[src/rtl/drac_pkg.sv]
// Shared execution-stage types and constants for the iterative radix-4 multiplier.
package drac_pkg;

    typedef logic [63:0]  bus64_t;
    typedef logic [127:0] bus128_t;

    typedef enum logic [1:0] {
        OpMul    = 2'd0,
        OpMulh   = 2'd1,
        OpMulhsu = 2'd2,
        OpMulhu  = 2'd3
    } mul_op_t;

    typedef enum logic [1:0] {
        StIdle,
        StBusy,
        StDone
    } mul_state_t;

    localparam int unsigned MUL_ITER_64 = 32;
    localparam int unsigned MUL_ITER_32 = 16;

endpackage

[src/rtl/mul_2bits.sv]
// One radix-4 shift-add step: add multiplicand * multiplier[1:0] into the high accumulator,
// then shift {acc_hi, multiplier} right by two.
module mul_2bits #(
    parameter int unsigned XLEN      = 64,
    parameter int unsigned STEP_BITS = 2
) (
    input  logic [XLEN+STEP_BITS-1:0] acc_hi_i,
    input  logic [XLEN-1:0]           multiplier_i,
    input  logic [XLEN-1:0]           multiplicand_i,
    output logic [XLEN+STEP_BITS-1:0] acc_hi_o,
    output logic [XLEN-1:0]           multiplier_o,
    output logic [XLEN-1:0]           multiplicand_o
);

    localparam int unsigned AccW = XLEN + STEP_BITS;

    logic [AccW-1:0] partial;
    logic [AccW-1:0] sum;

    always_comb begin
        partial = {{STEP_BITS{1'b0}}, multiplicand_i} *
                  {{XLEN{1'b0}}, multiplier_i[STEP_BITS-1:0]};
        sum            = acc_hi_i + partial;
        acc_hi_o       = sum >> STEP_BITS;
        // Low bits of the sum drop into the vacated top of the multiplier register.
        multiplier_o   = {sum[STEP_BITS-1:0], multiplier_i[XLEN-1:STEP_BITS]};
        multiplicand_o = multiplicand_i;
    end

endmodule

[src/rtl/mul_iter_2bits.sv]
// Iterative radix-4 multiplier for MUL/MULH/MULHSU/MULHU/MULW: magnitudes in, 32 (or 16)
// shift-add steps, sign fix-up and result select on the DONE cycle.
module mul_iter_2bits
    import drac_pkg::*;
#(
    parameter int unsigned XLEN      = 64,
    parameter int unsigned STEP_BITS = 2
) (
    input  logic            clk_i,
    input  logic            rstn_i,
    input  logic            kill_i,
    input  logic            request_i,
    input  logic [1:0]      op_i,
    input  logic            int_32_i,
    input  logic [XLEN-1:0] src1_i,
    input  logic [XLEN-1:0] src2_i,
    output logic [XLEN-1:0] result_o,
    output logic            ready_o,
    output logic            busy_o
);

    localparam int unsigned AccW = XLEN + STEP_BITS;
    localparam logic [4:0] CntLoad64 = 5'(MUL_ITER_64 - 1);
    localparam logic [4:0] CntLoad32 = 5'(MUL_ITER_32 - 1);

    mul_state_t      state_q, state_d;
    mul_op_t         op_q, op_d;
    logic            w_q, w_d;
    logic            sign_q, sign_d;
    logic [4:0]      cnt_q, cnt_d;
    logic [AccW-1:0] acc_q, acc_d;
    logic [XLEN-1:0] mplier_q, mplier_d;
    logic [XLEN-1:0] mcand_q, mcand_d;
    logic [XLEN-1:0] result_q, result_d;

    logic [AccW-1:0] step_acc;
    logic [XLEN-1:0] step_mplier;
    logic [XLEN-1:0] step_mcand;

    logic [XLEN-1:0] a_ext, b_ext, a_mag, b_mag;
    logic            a_signed, b_signed, a_neg, b_neg;
    bus128_t         prod, prod_s;
    logic [XLEN-1:0] res;
    logic            unused_acc_top;

    mul_2bits #(
        .XLEN      (XLEN),
        .STEP_BITS (STEP_BITS)
    ) u_step (
        .acc_hi_i       (acc_q),
        .multiplier_i   (mplier_q),
        .multiplicand_i (mcand_q),
        .acc_hi_o       (step_acc),
        .multiplier_o   (step_mplier),
        .multiplicand_o (step_mcand)
    );

    // Entry: W forms sign-extend from bit 31 and always behave as signed MULW.
    always_comb begin
        a_ext    = int_32_i ? {{32{src1_i[31]}}, src1_i[31:0]} : src1_i;
        b_ext    = int_32_i ? {{32{src2_i[31]}}, src2_i[31:0]} : src2_i;
        a_signed = int_32_i || (op_i != OpMulhu);
        b_signed = int_32_i || (op_i == OpMul) || (op_i == OpMulh);
        a_neg    = a_signed && a_ext[XLEN-1];
        b_neg    = b_signed && b_ext[XLEN-1];
        a_mag    = a_neg ? (~a_ext + 1'b1) : a_ext;
        b_mag    = b_neg ? (~b_ext + 1'b1) : b_ext;
    end

    // After 16 W steps the 64-bit product sits 32 bits higher in {acc, multiplier}.
    always_comb begin
        if (w_q) begin
            prod = {64'd0, acc_q[31:0], mplier_q[XLEN-1:32]};
        end else begin
            prod = {acc_q[XLEN-1:0], mplier_q};
        end
        prod_s = sign_q ? (~prod + 128'd1) : prod;
        if (w_q) begin
            res = {{32{prod_s[31]}}, prod_s[31:0]};
        end else if (op_q == OpMul) begin
            res = prod_s[63:0];
        end else begin
            res = prod_s[127:64];
        end
    end

    assign unused_acc_top = ^acc_q[AccW-1:XLEN];

    always_comb begin
        state_d  = state_q;
        op_d     = op_q;
        w_d      = w_q;
        sign_d   = sign_q;
        cnt_d    = cnt_q;
        acc_d    = acc_q;
        mplier_d = mplier_q;
        mcand_d  = mcand_q;
        result_d = result_q;
        unique case (state_q)
            StIdle: begin
                if (!kill_i && request_i) begin
                    state_d  = StBusy;
                    op_d     = int_32_i ? OpMul : mul_op_t'(op_i);
                    w_d      = int_32_i;
                    sign_d   = a_neg ^ b_neg;
                    cnt_d    = int_32_i ? CntLoad32 : CntLoad64;
                    acc_d    = '0;
                    mplier_d = b_mag;
                    mcand_d  = a_mag;
                end
            end
            StBusy: begin
                if (kill_i) begin
                    state_d = StIdle;
                end else begin
                    acc_d    = step_acc;
                    mplier_d = step_mplier;
                    mcand_d  = step_mcand;
                    cnt_d    = cnt_q - 5'd1;
                    if (cnt_q == 5'd0) begin
                        state_d = StDone;
                    end
                end
            end
            StDone: begin
                state_d = StIdle;
                if (!kill_i) begin
                    result_d = res;
                end
            end
            default: state_d = StIdle;
        endcase
    end

    always_ff @(posedge clk_i or negedge rstn_i) begin
        if (!rstn_i) begin
            state_q  <= StIdle;
            op_q     <= OpMul;
            w_q      <= 1'b0;
            sign_q   <= 1'b0;
            cnt_q    <= '0;
            acc_q    <= '0;
            mplier_q <= '0;
            mcand_q  <= '0;
            result_q <= '0;
        end else begin
            state_q  <= state_d;
            op_q     <= op_d;
            w_q      <= w_d;
            sign_q   <= sign_d;
            cnt_q    <= cnt_d;
            acc_q    <= acc_d;
            mplier_q <= mplier_d;
            mcand_q  <= mcand_d;
            result_q <= result_d;
        end
    end

    assign result_o = (state_q == StDone) ? res : result_q;
    assign ready_o  = (state_q == StDone) && !kill_i;
    assign busy_o   = (state_q != StIdle);

endmodule
[config.mk]
export PLATFORM = sky130hd
export DESIGN_NAME = mul_iter_2bits
export DESIGN_NICKNAME = d
export VERILOG_FILES = /design/src/rtl/drac_pkg.sv /design/src/rtl/mul_2bits.sv /design/src/rtl/mul_iter_2bits.sv
export SDC_FILE = /design/constraint.sdc
export NUM_CORES = 1
export LEC_CHECK = 0
export CELL_PAD_IN_SITES_DETAIL_PLACEMENT = 0
export CELL_PAD_IN_SITES_GLOBAL_PLACEMENT = 2
export CORE_MARGIN = 2
export CORE_UTILIZATION = 39
export CTS_BUF_LIST = sky130_fd_sc_hd__clkbuf_2
export DETAILED_ROUTE_END_ITERATION = 10
export GPL_ROUTABILITY_DRIVEN = 0
export PLACE_DENSITY = 0.95
export SETUP_SLACK_MARGIN = 0.1
export SKIP_LAST_GASP = 1
export SLEW_MARGIN = 40
export SYNTH_ARGS = -nofsm -noshare
export SYNTH_HDL_FRONTEND = slang
export SYNTH_SLANG_ARGS = --single-unit
[constraint.sdc]
create_clock -name clk_i -period 15 [get_ports clk_i]
set_input_delay 2.25 -clock clk_i [delete_from_list [all_inputs] [get_ports clk_i]]
set_output_delay 2.25 -clock clk_i [all_outputs]
set_load 0.02 [all_outputs]
==> results_dict.tcl <==
set metrics [dict create \
    synth-edff-count 0 \
    synth.area.top_cells "dfrtp_1 25%, nand2_1 8.0%, o21ai_0 7.7%" \
    cp.arrival_ns 7.13 \
    overflow 0 \
    fin_ws_ns 5.62 \
    yosysTopAreaCellShare_pct 25.3 \
    cp-start-kind "flop" \
    insertion_delay_ns 1.13 \
    finalCritPeriodShare_pct 62.5 \
    first_global_vias 25500 \
    cts_setup_buffers 0 \
    relSlewSlack_pct 37.5 \
    synth.yosys.seq_area_share_pct 25.3 \
    drive_above_1_share_pct 6.81 \
    cts_tree "done" \
    r2r-start "w_q$_DFFE_PN0P_" \
    pin_count 201 \
    dr.first_iter.drc_count 3495 \
    cts_sinks 267 \
    htree_levels 3 \
    cap_violations 0 \
    track_usage_pct 28.1 \
    grt_max_degree 103 \
    criticalPathCategory "reg2out" \
    synth_ff_type "dfrtp_1" \
    grt_pass1_wl_mm 154 \
    min_period_ns 9.38 \
    hold_path.class "reg2reg" \
    min_from "result_q[3]$_DFFE_PN0P_" \
    place_area_mm2 0.0289 \
    routed_via_density 5.90 \
    row_count 95 \
    initial_core_util_pct 39.3 \
    cts_resized 0 \
    fmax_mhz 107 \
    clock_path_buffers 3 \
    netlist_area_mm2 0.0264 \
    cp_max_fo 97 \
    netlist_instances 3584 \
    num_vias 27000 \
    leakage_uw 0.0125 \
    ys_warn_count 0 \
    drt_wl_total_mm 99.1 \
    syn_avg_cell_area_um2 7.36 \
    end_kind "output port" \
    worst_r2r_path_depth 11 \
    finalSetupTns_ns 0 \
    finalHoldViolCount 0 \
    total_power_uw 5080 \
    area_growth_pct 12.5 \
    clk_pin_slew_ns 0.10 \
    coreArea_mm2 0.0670 \
    drc_errors 0 \
    final_area_mm2 0.0297 \
    setup_viol 0 \
    hpwl_mm 75.7 \
    vdd_drop_max_mv 0.0645 \
    async_reset_ff_share_pct 100 \
    rsz0062_at_grt "no" \
    status "finished, final reports clean" \
    cts_buffers 74 \
    max_stage_delay_ns 0.91 \
    numPortBuffers 200 \
    fillers 7036 \
    die_x_um 264 \
    crit_chain "buf_6 > nor4b_1 > o21ai_1 > nor4b_2 > nand4b_1 > or4_1 > or4_1 > nand3_1 > o21ai_1 > a221o_1 > o21ai_1 > clkdlybuf4s50_1" \
    antenna_found_initial 3 \
    post_drt_wl_per_cell_um 21.6 \
    dieArea_mm2 0.0697 \
    first_pass_iters 9 \
    min_to "result_q[3]$_DFFE_PN0P_" \
    finalClockSkew_ns 0.102 \
    ant_nets 0 \
    hold_path_depth 2 \
    final_max_slew_viol_count 0 \
    required_ns 12.75 \
    cp_common_cell "o21ai_1" \
    nets 3915 \
    power_density_mw_per_mm2 171 \
    tightest_slew_ns 0.928 \
    r2r_setup_slack_ns 9.40 \
    root_buffer "clkbuf_2" \
    ctsHoldBuffers 0 \
    die_h_um 264 \
    hold_slack_ns 0.486 \
    synth_nets 3853 \
    yosysTopAreaCell "dfrtp_1" \
    ys_seq_elements 267 \
    slowest_stage "dfrtp_4" \
    ys_types 81 \
    pre_cts_slack_ns 6.95 \
    regToRegEndpoint "result_q[63]$_DFFE_PN0P_" \
]
## flip-flops by register name, indices dropped and copies added (netlist names)
| name | cells |
|---|---|
| mplier_q | 64 |
| sign_q | 1 |
| result_q | 64 |
| acc_q | 64 |
| mcand_q | 64 |
| w_q | 1 |
| op_q | 2 |
| cnt_q | 5 |
| state_q | 2 |
## kinds of logic (layout without fill, tap and decap cells)
kind of cell / after synthesis / count (layout) / share of synthesized area [%]
flops: 267 / 267 / 25.3
xor+xnor: 285 / 285 / 9.47
mux: 58 / 58 / 2.28
buf+inv: 484 / 603 / 7.04
simple gates: 1253 / 1253 / 22.4
fa+ha+maj: 134 / 134 / 8.18
compound gates: 1103 / 1103 / 25.3
other cells: 0 / 2 / 0
## layer usage
layer / global-route usage, % / routed length (um) / vias to the layer above
met3: 5.56 / 9140 / 263
met4: 11.5 / 4120 / 0
met2: 39.6 / 40100 / 1270
met1: 41.7 / 45800 / 12600
li1: - / - / 12800
met5: 0 / 0 / -
## synth_stat cells (60+ instances only)
| cell | instances |
|---|---|
| a21oi_1 | 228 |
| a31oi_1 | 70 |
| clkbuf_1 | 207 |
| dfrtp_1 | 267 |
| fa_1 | 64 |
| ha_1 | 70 |
| inv_1 | 232 |
| nand2_1 | 562 |
| nor2_1 | 229 |
| nor3_1 | 92 |
| o21ai_0 | 406 |
| o22ai_1 | 60 |
| o31ai_1 | 68 |
| xnor2_1 | 173 |
| xor2_1 | 112 |
## cell type report
type	instances	area, um^2	area share [%]
Clock buffer	111	556	1.87
Sequential cell	267	6690	22.6
Inverter	234	878	2.96
Multi-Input combinational cell	2833	17900	60.4
Clock inverter	22	205	0.692
Tap cell	873	1090	3.68
Antenna cell	2	5.00	0.0169
Timing Repair Buffer	236	2310	7.78
## critical path, delay by kind of cell, from the launching register on
| family | cells | cell delay [ns] |
|---|---|---|
| AOI/OAI and AO/OA | 4 | 0.74 |
| buffers and inverters | 2 | 1.27 |
| DFF | 1 | 0.91 |
| and+or+nand+nor | 6 | 3.00 |
## layout by cell type (no fill, tap or decap), types with 64 or more instances in the layout
| master | instances |
|---|---|
| nand2_1 | 560 |
| o21ai_0 | 406 |
| dfrtp_1 | 263 |
| inv_1 | 232 |
| a21oi_1 | 228 |
| nor2_1 | 224 |
| clkdlybuf4s50_1 | 198 |
| xnor2_1 | 173 |
| xor2_1 | 112 |
| clkbuf_2 | 111 |
| nor3_1 | 91 |
| ha_1 | 70 |
| a31oi_1 | 69 |
| o31ai_1 | 68 |
| fa_1 | 64 |
## power by group
group / switching (uW) / internal, uW / leakage (uW)
Combinational: 2090 / 1110 / 0.00845
Clock: 338 / 268 / 0.000570
Sequential: 380 / 894 / 0.00344
## stage by stage
stage | util, % | cells
floorplan | - | 3584
global placement | 43.0 | 4441
detailed placement | 43.0 | 4443
CTS | 44.2 | 4576
global route | 44.2 | 4577
finish | 44.2 | 4578
## how the worst max path moves through the flow
stage	startpoint	to
detailed placement	w_q$_DFFE_PN0P_	result_o[17]
CTS	w_q$_DFFE_PN0P_	result_o[17]
floorplan	w_q$_DFFE_PN0P_	result_o[36]
finish	w_q$_DFFE_PN0P_	result_o[17]
global placement	w_q$_DFFE_PN0P_	result_o[17]
global route	w_q$_DFFE_PN0P_	result_o[17]
No activity file was read; power rests on OpenSTA's default activity.
